[src/rtl/mem_access_ctrl_pkg.sv]
// Shared definitions for the MEM-stage access controller: ALU op codes for
// loads/stores and the bus transfer-size encoding.
package mem_access_ctrl_pkg;

    localparam logic [7:0] EXE_LB_OP  = 8'b1110_0000;
    localparam logic [7:0] EXE_LH_OP  = 8'b1110_0001;
    localparam logic [7:0] EXE_LW_OP  = 8'b1110_0011;
    localparam logic [7:0] EXE_LBU_OP = 8'b1110_0100;
    localparam logic [7:0] EXE_LHU_OP = 8'b1110_0101;
    localparam logic [7:0] EXE_SB_OP  = 8'b1110_1000;
    localparam logic [7:0] EXE_SH_OP  = 8'b1110_1001;
    localparam logic [7:0] EXE_SW_OP  = 8'b1110_1011;

    localparam logic [1:0] SIZE_BYTE = 2'd0;
    localparam logic [1:0] SIZE_HALF = 2'd1;
    localparam logic [1:0] SIZE_WORD = 2'd2;

endpackage

[src/rtl/mem_align_chk.sv]
// Op decode for the MEM stage: load/store class, alignment faults, bus size
// and lane-replicated store data. Purely combinational, ungated by valid.
module mem_align_chk
    import mem_access_ctrl_pkg::*;
#(
    parameter int DATA_W = 32
) (
    input  logic [7:0]        op_i,
    input  logic [1:0]        addr_lo_i,
    input  logic [DATA_W-1:0] wdata_i,
    output logic              is_load_o,
    output logic              is_store_o,
    output logic              adel_o,
    output logic              ades_o,
    output logic [1:0]        size_o,
    output logic [DATA_W-1:0] wdata_o
);

    always_comb begin
        is_load_o  = 1'b0;
        is_store_o = 1'b0;
        adel_o     = 1'b0;
        ades_o     = 1'b0;
        size_o     = SIZE_BYTE;
        wdata_o    = '0;
        case (op_i)
            EXE_LB_OP, EXE_LBU_OP: begin
                is_load_o = 1'b1;
            end
            EXE_LH_OP, EXE_LHU_OP: begin
                is_load_o = 1'b1;
                size_o    = SIZE_HALF;
                adel_o    = addr_lo_i[0];
            end
            EXE_LW_OP: begin
                is_load_o = 1'b1;
                size_o    = SIZE_WORD;
                adel_o    = |addr_lo_i;
            end
            EXE_SB_OP: begin
                is_store_o = 1'b1;
                wdata_o    = {4{wdata_i[7:0]}};
            end
            EXE_SH_OP: begin
                is_store_o = 1'b1;
                size_o     = SIZE_HALF;
                ades_o     = addr_lo_i[0];
                wdata_o    = {2{wdata_i[15:0]}};
            end
            EXE_SW_OP: begin
                is_store_o = 1'b1;
                size_o     = SIZE_WORD;
                ades_o     = |addr_lo_i;
                wdata_o    = wdata_i;
            end
            default: ;
        endcase
    end

endmodule

[src/rtl/mem_access_ctrl.sv]
// MEM-stage load/store controller driving an SRAM-like req/addr_ok/data_ok
// bus; stalls the pipeline until the transfer completes.
module mem_access_ctrl
    import mem_access_ctrl_pkg::*;
#(
    parameter int ADDR_W = 32,
    parameter int DATA_W = 32
) (
    input  logic              clk,
    input  logic              resetn,
    input  logic              mem_valid,
    input  logic [7:0]        mem_op,
    input  logic [ADDR_W-1:0] mem_addr,
    input  logic [DATA_W-1:0] mem_wdata,
    input  logic              flush,
    output logic              stall_o,
    output logic              adel,
    output logic              ades,
    output logic [DATA_W-1:0] rdata_o,
    output logic              rdata_valid,
    output logic              data_req,
    output logic              data_wr,
    output logic [1:0]        data_size,
    output logic [ADDR_W-1:0] data_addr,
    output logic [DATA_W-1:0] data_wdata,
    input  logic              data_addr_ok,
    input  logic              data_data_ok,
    input  logic [DATA_W-1:0] data_rdata
);

    typedef enum logic [1:0] {S_IDLE, S_REQ, S_WAIT, S_DONE} state_e;

    state_e            state_q, state_d;
    logic [ADDR_W-1:0] addr_q, addr_d;
    logic [DATA_W-1:0] wdata_q, wdata_d;
    logic [1:0]        size_q, size_d;
    logic              wr_q, wr_d;
    logic              load_q, load_d;
    logic              drop_q, drop_d;
    logic [DATA_W-1:0] rdata_q, rdata_d;
    logic              rvld_q, rvld_d;

    logic              chk_load, chk_store, chk_adel, chk_ades;
    logic [1:0]        chk_size;
    logic [DATA_W-1:0] chk_wdata;
    logic              op_live, start;

    mem_align_chk #(.DATA_W(DATA_W)) u_chk (
        .op_i       (mem_op),
        .addr_lo_i  (mem_addr[1:0]),
        .wdata_i    (mem_wdata),
        .is_load_o  (chk_load),
        .is_store_o (chk_store),
        .adel_o     (chk_adel),
        .ades_o     (chk_ades),
        .size_o     (chk_size),
        .wdata_o    (chk_wdata)
    );

    assign op_live = resetn & mem_valid & ~flush;
    assign adel    = op_live & chk_adel;
    assign ades    = op_live & chk_ades;
    assign start   = op_live & (chk_load | chk_store) & ~chk_adel & ~chk_ades
                   & (state_q == S_IDLE);

    always_comb begin
        state_d = state_q;
        addr_d  = addr_q;
        wdata_d = wdata_q;
        size_d  = size_q;
        wr_d    = wr_q;
        load_d  = load_q;
        drop_d  = drop_q;
        rdata_d = rdata_q;
        rvld_d  = 1'b0;
        case (state_q)
            S_IDLE: begin
                if (start) begin
                    addr_d  = mem_addr;
                    wdata_d = chk_wdata;
                    size_d  = chk_size;
                    wr_d    = chk_store;
                    load_d  = chk_load;
                    drop_d  = 1'b0;
                    state_d = S_REQ;
                end
            end
            S_REQ: begin
                // Once the address is accepted the transfer must drain even if flushed.
                if (data_addr_ok) begin
                    state_d = S_WAIT;
                    drop_d  = drop_q | flush;
                end else if (flush) begin
                    state_d = S_IDLE;
                end
            end
            S_WAIT: begin
                drop_d = drop_q | flush;
                if (data_data_ok) begin
                    if (load_q && !drop_q && !flush) begin
                        rdata_d = data_rdata;
                        rvld_d  = 1'b1;
                    end
                    state_d = S_DONE;
                end
            end
            S_DONE: state_d = S_IDLE;
            default: state_d = S_IDLE;
        endcase
    end

    always_ff @(posedge clk) begin
        if (!resetn) begin
            state_q <= S_IDLE;
            addr_q  <= '0;
            wdata_q <= '0;
            size_q  <= SIZE_BYTE;
            wr_q    <= 1'b0;
            load_q  <= 1'b0;
            drop_q  <= 1'b0;
            rdata_q <= '0;
            rvld_q  <= 1'b0;
        end else begin
            state_q <= state_d;
            addr_q  <= addr_d;
            wdata_q <= wdata_d;
            size_q  <= size_d;
            wr_q    <= wr_d;
            load_q  <= load_d;
            drop_q  <= drop_d;
            rdata_q <= rdata_d;
            rvld_q  <= rvld_d;
        end
    end

    // Bus fields are only meaningful while requesting; zero them otherwise.
    assign data_req    = (state_q == S_REQ);
    assign data_wr     = data_req & wr_q;
    assign data_size   = data_req ? size_q  : SIZE_BYTE;
    assign data_addr   = data_req ? addr_q  : '0;
    assign data_wdata  = data_req ? wdata_q : '0;

    assign stall_o     = start | (state_q == S_REQ) | (state_q == S_WAIT);
    assign rdata_o     = rdata_q;
    assign rdata_valid = rvld_q;

endmodule

[config.mk]
export PLATFORM = sky130hd
export DESIGN_NAME = mem_access_ctrl
export DESIGN_NICKNAME = d
export VERILOG_FILES = /design/src/rtl/mem_access_ctrl_pkg.sv /design/src/rtl/mem_align_chk.sv /design/src/rtl/mem_access_ctrl.sv
export SDC_FILE = /design/constraint.sdc
export NUM_CORES = 1
export LEC_CHECK = 0
export CAP_MARGIN = 20
export CORE_UTILIZATION = 46
export DETAILED_ROUTE_END_ITERATION = 16
export HOLD_SLACK_MARGIN = 0.12
export PLACE_DENSITY = 0.87
export SLEW_MARGIN = 10
export SYNTH_ARGS = -nofsm -noshare
export SYNTH_HDL_FRONTEND = slang
export SYNTH_SLANG_ARGS = --single-unit
export TNS_END_PERCENT = 10
[constraint.sdc]
create_clock -name clk -period 3.7 [get_ports clk]
set_clock_uncertainty 0.05 [all_clocks]
set_input_delay 0.74 -clock clk [delete_from_list [all_inputs] [get_ports clk]]
set_output_delay 0.74 -clock clk [all_outputs]
set_load 0.01 [all_outputs]
==> results of run 1 <==
[sequential cells by signal, indices dropped and copies added (netlist names), named ones only]
name,flops
state_q,1
addr_q,32
size_q,2
wdata_q,32
load_q,1
rdata_o,32
wr_q,1
drop_q,1
rdata_valid,1
[what timing repair did]
item / 4_1_cts / 5_1_grt
resized for setup: 0 / 1
hold buffers: 0 / 0
endpoints found under the setup margin: 0 / 1
[worst min path at each step]
stage | start | endpoint | slack (ns) | cells after the start
2_1_floorplan | addr_q[0]$_SDFFE_PN0P_ | addr_q[0]$_SDFFE_PN0P_ | 0.38 | 2
3_3_place_gp | addr_q[26]$_SDFFE_PN0P_ | addr_q[26]$_SDFFE_PN0P_ | 0.38 | 2
3_5_place_dp | wdata_q[23]$_SDFFE_PN0P_ | wdata_q[23]$_SDFFE_PN0P_ | 0.39 | 2
4_1_cts | wdata_q[23]$_SDFFE_PN0P_ | wdata_q[23]$_SDFFE_PN0P_ | 0.40 | 2
5_1_grt | wdata_q[20]$_SDFFE_PN0P_ | wdata_q[20]$_SDFFE_PN0P_ | 0.42 | 2
6_report | wdata_q[16]$_SDFFE_PN0P_ | wdata_q[16]$_SDFFE_PN0P_ | 0.40 | 2
[cells by family (layout without fill, tap and decap cells)]
kind of cell               count (synthesis)  after routing
and+or+nand+nor                          293            293
muxes                                      9              9
adders and majority gates                  5              5
buffers and inverters                     60            254
DFF                                      104            104
AOI/OAI and AO/OA                        135            135
[worst register-to-register path: cells and delay by family (launching register included)]
| family | cells | cell delay, ns |
|---|---|---|
| adder cells (fa/ha/maj) | 1 | 0.24 |
| AND/OR/NAND/NOR | 3 | 1.31 |
| buffers and inverters | 1 | 0.13 |
| AO/OA/AOI/OAI | 1 | 0.11 |
| flip-flops | 1 | 0.36 |
[cell usage after synthesis (all sizes together)]
cell type	instances
nand2b	4
dfxtp	104
or3	3
o21ai	14
nand3	32
a32oi	1
a21o	1
o311a	1
a31o	2
ha	5
inv	11
a2111oi	1
clkbuf	36
nand3b	1
buf	13
a22oi	6
nand2	162
or4b	1
a22o	2
and2	69
or3b	1
a21boi	82
and4	1
a21oi	8
nor4b	2
and4b	1
nor2	8
nand4b	3
mux2i	9
nand4	2
nor2b	2
nor3	1
o31ai	17
[metrics by stage]
stage | setup WS (ns) | instance area, um^2 | util, % | power (uW) | cells
3_5_place_dp | 0.1202 | 7073 | 68.82 | 1403 | 920
5_1_grt | 0.04163 | 7376 | 71.77 | 2461 | 936
2_1_floorplan | 0.8148 | 4870 | - | 1242 | 606
4_1_cts | 0.1071 | 7375 | 71.76 | 2402 | 936
3_3_place_gp | 0.1249 | 7073 | 68.82 | 1398 | 920
6_report | 0.1037 | 7376 | 71.77 | 2384 | 936
[layout make-up]
type / count / share of cell area [%]
flip-flops and latches: 104 / 28.23
multi-input cells: 442 / 34.55
clock buffers: 11 / 2.053
repair buffers: 227 / 30.26
inverters: 11 / 0.5598
clock inverters: 5 / 2.036
well taps: 136 / 2.307
[routing by layer]
metal	vias to the layer above	global-route usage [%]	share of wire, %
li1	2386	-	-
met1	2284	32.25	41
met2	214	46.17	48
met3	17	8.921	9.5
met4	0	7.746	1.4
met5	-	0	0
[power groups by stage]
| stage | logic, uW | registers, uW | clock network, uW |
|---|---|---|---|
| floorplan | 93.2 | 1150 | 0 |
| global placement | 249 | 1150 | 0 |
| detailed placement | 253 | 1150 | 0 |
| CTS | 256 | 1120 | 1020 |
| global route | 277 | 1120 | 1060 |
| finish | 258 | 1120 | 1000 |
==> results summary, run 1 <==
The clock net in this run drives a total of 104 sinks. The total wire length came out at 14670 um. The clock power share came out at 42.1%. The depth of the critical timing path with buffers and inverters included is 6. The number of standard cells after synthesis is 606. The net switching share of the total power came out at 20.52%. The synthesized netlist devotes 28.73% of its cell area to simple gates. The run finished with clean final reports.

The worst reg2reg path startpoint is state_q[0]$_SDFFE_PN0P_. The most critical setup path has its endpoint at stall_o. The insertion delay to the later sink of the worst-skew pair came out at 0.36 ns. The buffer and inverter count on the worst path is 2. The final critical-path required period is 3.596 ns. The launch point of the worst path is mem_op[2]. Counting along the longest clock path gives a buffer depth of 2. The first TritonRoute pass finished after 4 iterations. During placement, the flow inserted port buffers numbering 213. The critical path's top delay family is buffers and inverters. The synthesized netlist devotes 20.20% of its cell area to compound gates.

The Yosys warning count is 0. The largest net degree at the start of global routing came out at 106. The worst-case register-to-register setup slack is 1.39 ns.

Ranked by total cell area, the synthesized netlist is headed by sky130_fd_sc_hd__dfxtp_1 43%, sky130_fd_sc_hd__nand2_1 12%, sky130_fd_sc_hd__and2_1 8.9%. The pin slew with the least headroom to its limit is 0.9089 ns. The remaining design rule violation count is 0. The initial antenna violation count came to 0. The count of nets left with antenna violations once routing finished came out at 0. The endpoint required time on the critical path is 2.91 ns. The height of the die came out at 104.9 um. The top-level I/O count came out at 214. By startpoint and endpoint, the worst setup path is classified as input pin to output port. In the final layout, the multi-input gates occupy 2549 um^2. Buffers added to address setup during post-CTS repair amount to 0. The HPWL reported at the end of detailed placement came out at 10400 um.

The area growth from synthesis to layout is 51.46%. Leaving out fill and tap cells, the most frequent cell in the layout is sky130_fd_sc_hd__clkdlybuf4s50_1. For this run, the top clock speed supported by timing is 278.1 MHz.

The mean cell area of the mapped netlist is 8.036 um^2. The type of the tightest min-delay check is flop to flop. The reported max-cap violation count came out at 0. The peak supply drop is 208.1 uV. The multiplexer share of the synthesized area came out at 1.850%. Setup repair after global routing left no endpoint under its margin.

The largest driver fanout on the critical path came out at 6. The routed layout has 4901 vias. The first global-routing pass estimated 23790 um of wire. In the final design database the tool counted 910 nets. The combinational family with the most area after synthesis is simple AND/OR/NAND/NOR gates. The top cell type by area accounts for 42.75% of the synthesized area.

The number of distinct standard cells referenced by the synthesized netlist is 38. The number of standard-cell rows in the floorplan is 37. In this run, the combinational gates consume 10.8% of the power.

The number of clock buffers added by TritonCTS is 9. The share of total power dissipated in sequential elements is 47.1%. The internal power summed over all cells came out at 1895 uW. TritonCTS built the clock tree.

The die outline width is 104.9 um. The final antenna diode count is 0. The reported leakage power is 0.002610 uW. The hold violation count in the final report came to 0. The worst path uses 97.20% of the clock period. After Yosys synthesis, full adders, half adders and majority gates account for 1.285% of the synthesized area.

The worst hold slack came out at 0.3992 ns. Global routing finished with a remaining overflow of 0. The flip-flop and latch count after synthesis is 104. The die area came out at 11000 um^2. STA classifies the critical path endpoint as an output port. The cell area that synthesis handed to floorplanning was 4870 um^2. The number of global-route vias before repair came out at 4922. The data arrival at the endpoint of the critical path is 2.81 ns.

The detailed router's first-iteration violation count came out at 230. The most numerous cell type found on the critical path is sky130_fd_sc_hd__clkdlybuf4s50_1. The peak per-stage delay on the critical path came out at 0.54 ns. The routability-driven placement congestion ratio is 0.8904.

The largest individual stage delay along the critical path comes from the cell sky130_fd_sc_hd__clkdlybuf4s50_1. The xor and xnor area share after synthesis came out at 0%. Summed over all instances, the cell type with the most area after synthesis is sky130_fd_sc_hd__dfxtp_1.

The aggregate global-route resource usage is 27.03%. The power density normalized to cell area came out at 323.2 nW/um^2. After detailed routing, the number of vias per cell comes to 5.236. For the final routed database, the setup TNS stands at 0 ns. The critical path goes through clkdlybuf4s50_1, or3b_1, a32oi_1, and4_2, or3_1, clkdlybuf4s50_1. For the worst flop-to-flop path, the logic depth is 6. The net switching power came out at 489.2 uW. The number of H-tree levels is 3. The placeable core region came out at 10280 um^2.

Leaving out fill and tap cells, the most frequent cells in the layout are 212 x sky130_fd_sc_hd__clkdlybuf4s50_1, 162 x sky130_fd_sc_hd__nand2_1, 104 x sky130_fd_sc_hd__dfxtp_1. The average routed wire per standard cell came out at 15.67 um. In this run the critical register-to-register path is captured at rdata_o[25]$_SDFFE_PN0P_. After clock tree synthesis, the clock-pin slew on the worst setup and hold paths is 0.09 ns.

The tree is rooted in a sky130_fd_sc_hd__clkbuf_8. The number of slew-limit violations in the final report came out at 0. The flip-flop and latch area came out at 2082 um^2. The net count after synthesis came out at 721. The worst setup path is launched from an input pin. The worst relative slew slack came out at 39.40%. In the final layout, the share of cells above drive strength 1 is 5.000%.

The initial cell density of the core came out at 47.38%. The number of setup violations in the final report is 0. The share of synthesized area occupied by flip-flops and latches came out at 42.75%. The filler cell count is 793.
(Power assumes the default switching activity.)
==> run 2, diff against run 1 <==
--- a/config.mk
+++ b/config.mk
@@ -10,6 +10,7 @@
 export DETAILED_ROUTE_END_ITERATION = 16
 export HOLD_SLACK_MARGIN = 0.12
 export PLACE_DENSITY = 0.87
+export SETUP_SLACK_MARGIN = 0.02
 export SLEW_MARGIN = 10
 export SYNTH_ARGS = -nofsm -noshare
 export SYNTH_HDL_FRONTEND = slang
==> results of run 2 <==
The final DEF is identical to that of run 1; final timing and power are the same.
